--- src/rtl/conv3x3_window_mac.sv ---
// 3x3 window convolution with bias, shift, ReLU and saturation, fed by the stride-1 line buffer.
// Kernel weights are loaded serially into a shadow bank and committed to the active bank in one cycle.
module conv3x3_window_mac #(
  parameter int input_y  = 6,
  parameter int input_x  = 6,
  parameter int DATA_W   = 8,
  parameter int WEIGHT_W = 8,
  parameter int OUT_W    = 8,
  parameter int SHIFT    = 0
) (
  input  logic                  clk,
  input  logic                  rst,
  input  logic                  sof,
  input  logic                  window_valid,
  input  logic [9*DATA_W-1:0]   window_data,
  input  logic                  w_load_start,
  input  logic                  w_valid,
  input  logic [WEIGHT_W-1:0]   w_data,
  output logic                  weights_ready,
  output logic                  out_valid,
  output logic [OUT_W-1:0]      out_data,
  output logic [10:0]           out_row,
  output logic [10:0]           out_col,
  output logic                  eof,
  output logic                  cfg_err,
  output logic                  frame_err
);
  localparam int PROD_W = DATA_W + WEIGHT_W + 1;
  localparam int ROW_W  = PROD_W + 2;
  localparam int ACC_W  = DATA_W + WEIGHT_W + 5;
  localparam logic [10:0] COL_LAST = 11'(input_y - 3);
  localparam logic [10:0] ROW_LAST = 11'(input_x - 3);
  localparam logic signed [ACC_W-1:0] OUT_MAX = ACC_W'((1 << OUT_W) - 1);

  // Handshake: window_valid has no back-pressure; a window is consumed in the cycle it is
  // presented if accepted, otherwise dropped and flagged. w_valid beats are likewise never stalled.

  typedef enum logic [0:0] {W_IDLE, W_LOAD} w_state_t;
  w_state_t w_state, w_state_next;

  logic [3:0] beat_cnt;
  logic       beat_clr, beat_wr, commit;
  logic signed [WEIGHT_W-1:0] shadow [10];
  logic signed [WEIGHT_W-1:0] k_act [9];
  logic signed [WEIGHT_W-1:0] bias_act;

  always_ff @(posedge clk) begin
    if (rst) w_state <= W_IDLE;
    else     w_state <= w_state_next;
  end

  always_comb begin
    w_state_next = w_state;
    beat_clr     = 1'b0;
    beat_wr      = 1'b0;
    commit       = 1'b0;
    case (w_state)
      W_IDLE: begin
        if (w_load_start) begin
          w_state_next = W_LOAD;
          beat_clr     = 1'b1;
        end
      end
      W_LOAD: begin
        if (w_load_start) begin
          beat_clr = 1'b1;
        end else if (w_valid) begin
          beat_wr = 1'b1;
          if (beat_cnt == 4'd9) begin
            commit       = 1'b1;
            w_state_next = W_IDLE;
          end
        end
      end
      default: w_state_next = W_IDLE;
    endcase
  end

  // The bias is the final beat, so it is taken straight from w_data at commit.
  always_ff @(posedge clk) begin
    if (rst) begin
      beat_cnt      <= '0;
      weights_ready <= 1'b0;
      bias_act      <= '0;
      for (int i = 0; i < 10; i++) shadow[i] <= '0;
      for (int i = 0; i < 9; i++)  k_act[i]  <= '0;
    end else begin
      if (beat_clr) begin
        beat_cnt <= '0;
      end else if (beat_wr) begin
        shadow[beat_cnt] <= w_data;
        beat_cnt         <= beat_cnt + 4'd1;
      end
      if (commit) begin
        for (int i = 0; i < 9; i++) k_act[i] <= shadow[i];
        bias_act      <= w_data;
        weights_ready <= 1'b1;
      end
    end
  end

  logic [10:0] row_cnt, col_cnt;
  logic        frame_done, accept;

  assign accept = window_valid & weights_ready & ~sof & ~frame_done;

  always_ff @(posedge clk) begin
    if (rst || sof) begin
      row_cnt    <= '0;
      col_cnt    <= '0;
      frame_done <= 1'b0;
      cfg_err    <= 1'b0;
      frame_err  <= 1'b0;
    end else begin
      if (window_valid && !weights_ready) cfg_err <= 1'b1;
      if (window_valid && weights_ready && frame_done) frame_err <= 1'b1;
      if (accept) begin
        if (col_cnt == COL_LAST) begin
          col_cnt <= '0;
          if (row_cnt == ROW_LAST) begin
            row_cnt    <= '0;
            frame_done <= 1'b1;
          end else begin
            row_cnt <= row_cnt + 11'd1;
          end
        end else begin
          col_cnt <= col_cnt + 11'd1;
        end
      end
    end
  end

  logic v1, v2, v3;
  logic signed [PROD_W-1:0]   prod [9];
  logic signed [ROW_W-1:0]    rsum [3];
  logic signed [WEIGHT_W-1:0] bias1, bias2;
  logic signed [ACC_W-1:0]    acc, shifted;
  logic [10:0] row1, col1, row2, col2, row3, col3;
  logic        last1, last2, last3;
  logic [OUT_W-1:0] sat;

  always_ff @(posedge clk) begin
    if (rst || sof) begin
      v1 <= 1'b0;
      v2 <= 1'b0;
      v3 <= 1'b0;
    end else begin
      v1 <= accept;
      v2 <= v1;
      v3 <= v2;
    end
  end

  // Bias travels with its window so a mid-frame commit never mixes old and new kernels.
  always_ff @(posedge clk) begin
    if (accept) begin
      for (int i = 0; i < 9; i++)
        prod[i] <= PROD_W'($signed({1'b0, window_data[i*DATA_W +: DATA_W]})) * PROD_W'(k_act[i]);
      bias1 <= bias_act;
      row1  <= row_cnt;
      col1  <= col_cnt;
      last1 <= (row_cnt == ROW_LAST) && (col_cnt == COL_LAST);
    end
    if (v1) begin
      for (int r = 0; r < 3; r++)
        rsum[r] <= ROW_W'(prod[3*r]) + ROW_W'(prod[3*r+1]) + ROW_W'(prod[3*r+2]);
      bias2 <= bias1;
      row2  <= row1;
      col2  <= col1;
      last2 <= last1;
    end
    if (v2) begin
      acc   <= ACC_W'(rsum[0]) + ACC_W'(rsum[1]) + ACC_W'(rsum[2]) + ACC_W'(bias2);
      row3  <= row2;
      col3  <= col2;
      last3 <= last2;
    end
  end

  assign shifted = acc >>> SHIFT;

  always_comb begin
    sat = '0;
    if (shifted[ACC_W-1])       sat = '0;
    else if (shifted > OUT_MAX) sat = '1;
    else                        sat = shifted[OUT_W-1:0];
  end

  always_ff @(posedge clk) begin
    if (rst) begin
      out_valid <= 1'b0;
      out_data  <= '0;
      out_row   <= '0;
      out_col   <= '0;
      eof       <= 1'b0;
    end else begin
      out_valid <= v3 & ~sof;
      eof       <= v3 & last3 & ~sof;
      if (v3 && !sof) begin
        out_data <= sat;
        out_row  <= row3;
        out_col  <= col3;
      end
    end
  end

endmodule

--- config.mk ---
export PLATFORM = sky130hd
export DESIGN_NAME = conv3x3_window_mac
export DESIGN_NICKNAME = d
export VERILOG_FILES = /design/src/rtl/conv3x3_window_mac.sv
export SDC_FILE = /design/constraint.sdc
export NUM_CORES = 2
export LEC_CHECK = 0
export BUFFER_PORTS_ARGS = -buffer_cell sky130_fd_sc_hd__buf_2
export CAP_MARGIN = 20
export CORE_MARGIN = 5
export CORE_UTILIZATION = 55
export DETAILED_ROUTE_END_ITERATION = 6
export PLACE_DENSITY = 0.72
export SYNTH_ARGS = -nofsm -noshare
export SYNTH_HDL_FRONTEND = slang
export SYNTH_SLANG_ARGS = --single-unit
--- constraint.sdc ---
create_clock -name clk -period 12.5 [get_ports clk]
set_input_delay 0.625 -clock clk [delete_from_list [all_inputs] [get_ports clk]]
set_output_delay 0.625 -clock clk [all_outputs]
set_load 0.1 [all_outputs]
After elaboration in Yosys (flattened, before gate mapping):

Memories as Yosys holds them, arrays and structs flattened.
Cells that the tools add are included.

* bits in registers: 180
* bits in writable memories: 362
* logic and storage cells: 129
* memories kept: 4

* add/subtract/negate cells: 12
* multipliers: 9
* magnitude comparators: 1
* equal/unequal tests: 3
* muxes and demuxes: 41
* bitwise operators: 18
* reduce and logical (&&, ||, !) cells: 12

Memories
* prod: depth 9, bits a word 17, read ports 9, clocked after Yosys merged registers in 0, wr ports 9, RTL line 134 `logic signed [PROD_W-1:0] prod [9];`
* shadow: depth 10, bits a word 8, read ports 9, clocked after Yosys merged registers in 0, wr ports 10, RTL line 43 `logic signed [WEIGHT_W-1:0] shadow [10];`
* k_act: depth 9, bits a word 8, read ports 9, clocked after Yosys merged registers in 0, wr ports 9, RTL line 44 `logic signed [WEIGHT_W-1:0] k_act [9];`
* rsum: depth 3, bits a word 19, read ports 3, clocked after Yosys merged registers in 0, wr ports 3, RTL line 135 `logic signed [ROW_W-1:0] rsum [3];`

Operators by type and width (number)
* multiplier 9 x 8 -> 17 bit: 9
* 2-to-1 mux 8 bit: 12
* adder 18 x 17 -> 19 bit: 3
* adder 17 x 17 -> 18 bit: 3
* 2-to-1 mux 1 bit: 25
* adder 11 x 1 -> 11 bit (second input constant): 2
* == test 11 x 2 -> 1 bit (second input constant): 2
* 2-to-1 mux 11 bit: 2
* adder 20 x 19 -> 21 bit: 1
* adder 21 x 8 -> 21 bit: 1
* greater-than comparator 21 x 9 -> 1 bit (second input constant): 1
* adder 19 x 19 -> 20 bit: 1
* bitwise OR 1 bit: 9
* OR reduction 8 bit: 1
* bitwise AND 1 bit: 6
* logical AND 1 bit: 5
* adder 4 x 1 -> 4 bit (second input constant): 1
* == test 4 bit (second input constant): 1
* 2-to-1 mux 4 bit: 1
* inverter 1 bit: 3
* AND reduction 3 bit: 1
* logical NOT 1 bit: 2
* one-hot mux 1 bit (2 select lines): 1
* AND reduction 2 bit: 1
* other kinds (2): 2

Depth between registers and ports, before layout:

* depth after elaboration: 9
* mapped depth: 18

Worst setup path before layout:

OpenSTA, ideal clock, no wires.

* path kind: reg2reg
* start point: register weights_ready
* end point: register col_cnt[10]
* arrival time: 6754 ps
* data required time: 12372 ps
* path slack: 5618 ps
* cell stages (with the launch flop): 8
* cells stage by stage: dfxtp_1 -> nand3_1 -> clkinv_1 -> and4_1 -> and4_1 -> nand4_1 -> xor2_1 -> nor2_1

* word-level cells in the longest chain between the ends: 3

Ends and longest elaborated chain
* from (decl): RTL line 19 `output logic weights_ready,`
* from (signal assigned): RTL line 83 `weights_ready <= 1'b0;`
* from (signal assigned): RTL line 97 `weights_ready <= 1'b1;`
* bitwise AND 1 bit (3 in series): RTL line 105 `assign accept = window_valid & weights_ready & ~sof & ~frame_done;`
* named net accept: RTL line 103 `logic frame_done, accept;`
* to (signal assigned): RTL line 127 `col_cnt <= col_cnt + 11'd1;`
* to (decl): RTL line 102 `logic [10:0] row_cnt, col_cnt;`

The timed path passes the listed nets, and every way through them passes these cells.
A chain may end at the register's enable or synchronous reset.

==> flow_metrics.tcl <==
set metrics [dict create \
    status "finished, final reports clean" \
    die_h_um 289 \
    cts_tree "yes" \
    dp_hpwl_um 68300 \
    clk_latency_ps 630 \
    synth_enable_flop_cells 460 \
    first_global_vias 28200 \
    fin_crit_ps 4850 \
    endpoint_kind "flip-flop" \
    crit_type "reg -> reg" \
    yosysWarnings 0 \
    synth_seq_cells 534 \
    r2r_end "prod[0][66]" \
    rows 102 \
    routabilityCongestion 0.878 \
    drtAntennaViolNets 0 \
    p_leak_nw 20.4 \
    path_depth 15 \
    overflow 0 \
    worstPathRequired_ps 12860 \
    synth.distinct_cells 72 \
    slew_headroom_pct 28.2 \
    cp_top_family "adder cells" \
    synthDominantCellAreaShare_pct 32.3 \
    first_pass_iters 5 \
    cts_max_path_buffers 3 \
    holdCritPathClass "in -> reg" \
    fp.dieArea_um2 83500 \
    drc 0 \
    drive_above_1_share_pct 6.03 \
    via_count 27800 \
    fillerInstances 6322 \
    fin_cells 5144 \
    vias_per_cell 5.41 \
    cp_max_fo 6 \
    critPathArrivalTime_ps 5210 \
    maxCapViolations 0 \
    io_pins 121 \
    clockRootBuffer "clkbuf_16" \
    ys_seq_area_share_pct 35.7 \
    min_to "cfg_err" \
    io_buffer_count 120 \
    fin_crit_sh_pct 38.8 \
    clock-sinks 534 \
    syn_to_final_growth_pct 8.76 \
    avgSynthCellArea_um2 11.0 \
    synth.net_count 4874 \
    htreeDepth 2 \
    syn_area_um2 42800 \
    core_area_um2 77300 \
    cts_buffers 54 \
    r2r_start "k_act[0][31]" \
    wire_per_inst_um 17.1 \
    reg2reg_setup_slack_ps 7650 \
    rsz0062_at_grt "no" \
    reg2reg_depth 15 \
    fin_nets 5026 \
    final.setup.tns_ps 0 \
    cts_hold_buffers 0 \
    synth_top_cell_by_area "edfxtp_1" \
    dpl_cell_area_um2 44700 \
    design_area_um2 46600 \
    synthTopCellsByArea "edfxtp_1 (32%), fa_1 (20%), ha_1 (13%)" \
    path_cells "inv_1, fa_1, fa_1, inv_1, fa_1, inv_1, fa_1, inv_1, ha_1, o21ai_0, nor2_1, nor4_1, o311ai_0, o41ai_1, xnor2_1" \
    worst_pin_slew_ps 1080 \
    synthArstFlopShare_pct 0 \
    setup_violations 0 \
    die_x_um 289 \
    wl_um 87700 \
    grt_max_degree 73 \
    min_delay_path_depth 2 \
    cp_slowest_stage_delay_ps 590 \
    holdWs_ps 239 \
    path_buf_inv 4 \
    cp-start-kind "flip-flop" \
    slowest_stage "edfxtp_1" \
    cts_resized 0 \
    antenna_found_initial 5 \
    finClkSkew_ps 36.8 \
    syn_inst 3900 \
    grt_usage_pct 21.6 \
    initial_core_util_pct 55.4 \
    placed_cells 5036 \
    drtIter0Drc 1750 \
    maxSlewViolCount 0 \
    hold_start "sof" \
    synth-main-ff-cell "edfxtp_1" \
    grt_pass1_wl_um 145000 \
    max-vdd-ir-drop_mv 0.104 \
    hold_viol_final 0 \
    fmax_ghz 0.206 \
    path_clk_slew_ps 60 \
    post-cts-setup-buffer-count 0 \
    power_density_nw_per_um2 106 \
]
==> cells by family (layout without fill, tap and decap cells) <==
logic type	Yosys count	in the layout	share of synthesized area, %
muxes	12	12	0.280
and+or+nand+nor	1239	1239	14.8
xor gates and xnor gates	135	135	2.76
other	0	7	0
adders and majority gates	888	888	33.4
AOI/OAI and AO/OA	470	470	7.54
DFF	534	534	35.7
buffers and inverters	622	819	5.47
==> sequential cells by signal (all words and copies together) (netlist names), 8 cells and up <==
| signal | cells |
|---|---|
| col3 | 11 |
| col2 | 11 |
| bias2 | 8 |
| row_cnt | 11 |
| row2 | 11 |
| bias1 | 8 |
| col_cnt | 11 |
| bias_act | 8 |
| prod | 153 |
| out_row | 11 |
| row1 | 11 |
| rsum | 57 |
| out_data | 8 |
| row3 | 11 |
| acc | 21 |
| k_act | 72 |
| col1 | 11 |
| shadow | 72 |
| out_col | 11 |
==> cell usage after synthesis, types with 44 or more instances <==
| cell type | n |
|---|---|
| o21a_1 | 62 |
| nand3_1 | 46 |
| inv_1 | 589 |
| o21ai_0 | 72 |
| ha_1 | 462 |
| edfxtp_1 | 460 |
| nor2_1 | 289 |
| nand2b_1 | 44 |
| nand2_1 | 266 |
| a21oi_1 | 108 |
| dfxtp_1 | 74 |
| and2_1 | 442 |
| xnor2_1 | 105 |
| fa_1 | 426 |
==> cell usage in the layout, fill, tap and decap left out, types with 15 or more instances in the layout <==
master     synthesis  routed
inv_1            589     589
ha_1             462     462
edfxtp_1         460     460
and2_1           442     442
fa_1             426     426
nor2_1           289     289
nand2_1          266     266
buf_2              1     120
a21oi_1          108     108
xnor2_1          105     105
o21ai_0           72      72
dfxtp_1           74      72
o21a_1            62      62
clkbuf_16          0      54
nand3_1           46      46
nand2b_1          44      44
a21o_1            33      33
nor3_1            34      33
o31a_1            31      31
xor2_1            30      30
o211ai_1          28      28
a211oi_1          26      26
nor2b_1           23      23
nor4_1            19      19
or4_1             15      15
==> power by group <==
group / switching, W / leakage (nW) / total [W] / internal [W]
sequential: 0.0000234 / 5.01 / 0.00202 / 0.00200
combinational: 0.000680 / 14.5 / 0.00121 / 0.000533
clock: 0.000706 / 0.902 / 0.00168 / 0.000977
==> area by class of cell <==
type	count	area, um2	area share, %
multi-input combinational	2744	25200	54.1
antenna	7	17.5	0.0376
inverter	590	2220	4.77
tap	1040	1300	2.79
clock buffer	73	1500	3.23
timing repair buffer	128	661	1.42
clock inverter	28	370	0.795
sequential	534	15300	32.8
==> worst max path at each step <==
stage | slack, ps | endpoint | from
floorplan | 5620 | col_cnt[10] | weights_ready
global placement | 7620 | prod[0][15] | window_data[5]
detailed placement | 7550 | prod[0][15] | window_data[5]
CTS | 7650 | prod[0][66] | k_act[0][31]
global route | 7350 | prod[0][66] | k_act[0][31]
finish | 7650 | prod[0][66] | k_act[0][31]
==> metrics by stage <==
step | total power, W | setup slack [ps] | utilization (%)
finish | 0.00492 | 7650 | 60.2
global route | 0.00522 | 7350 | 60.2
CTS | 0.00496 | 7650 | 60.2
detailed placement | 0.00328 | 7550 | 57.8
global placement | 0.00325 | 7620 | 57.8
floorplan | 0.00296 | 5620 | -
==> layer usage <==
layer	vias to the layer above	GRT usage (%)	share of wire, %
li1	13400	-	-
met3	88	1.98	5.1
met2	601	37.1	49
met4	0	3.73	1.5
met1	13800	30.6	44
met5	-	0	0
Power figures use the tool's default switching activity.
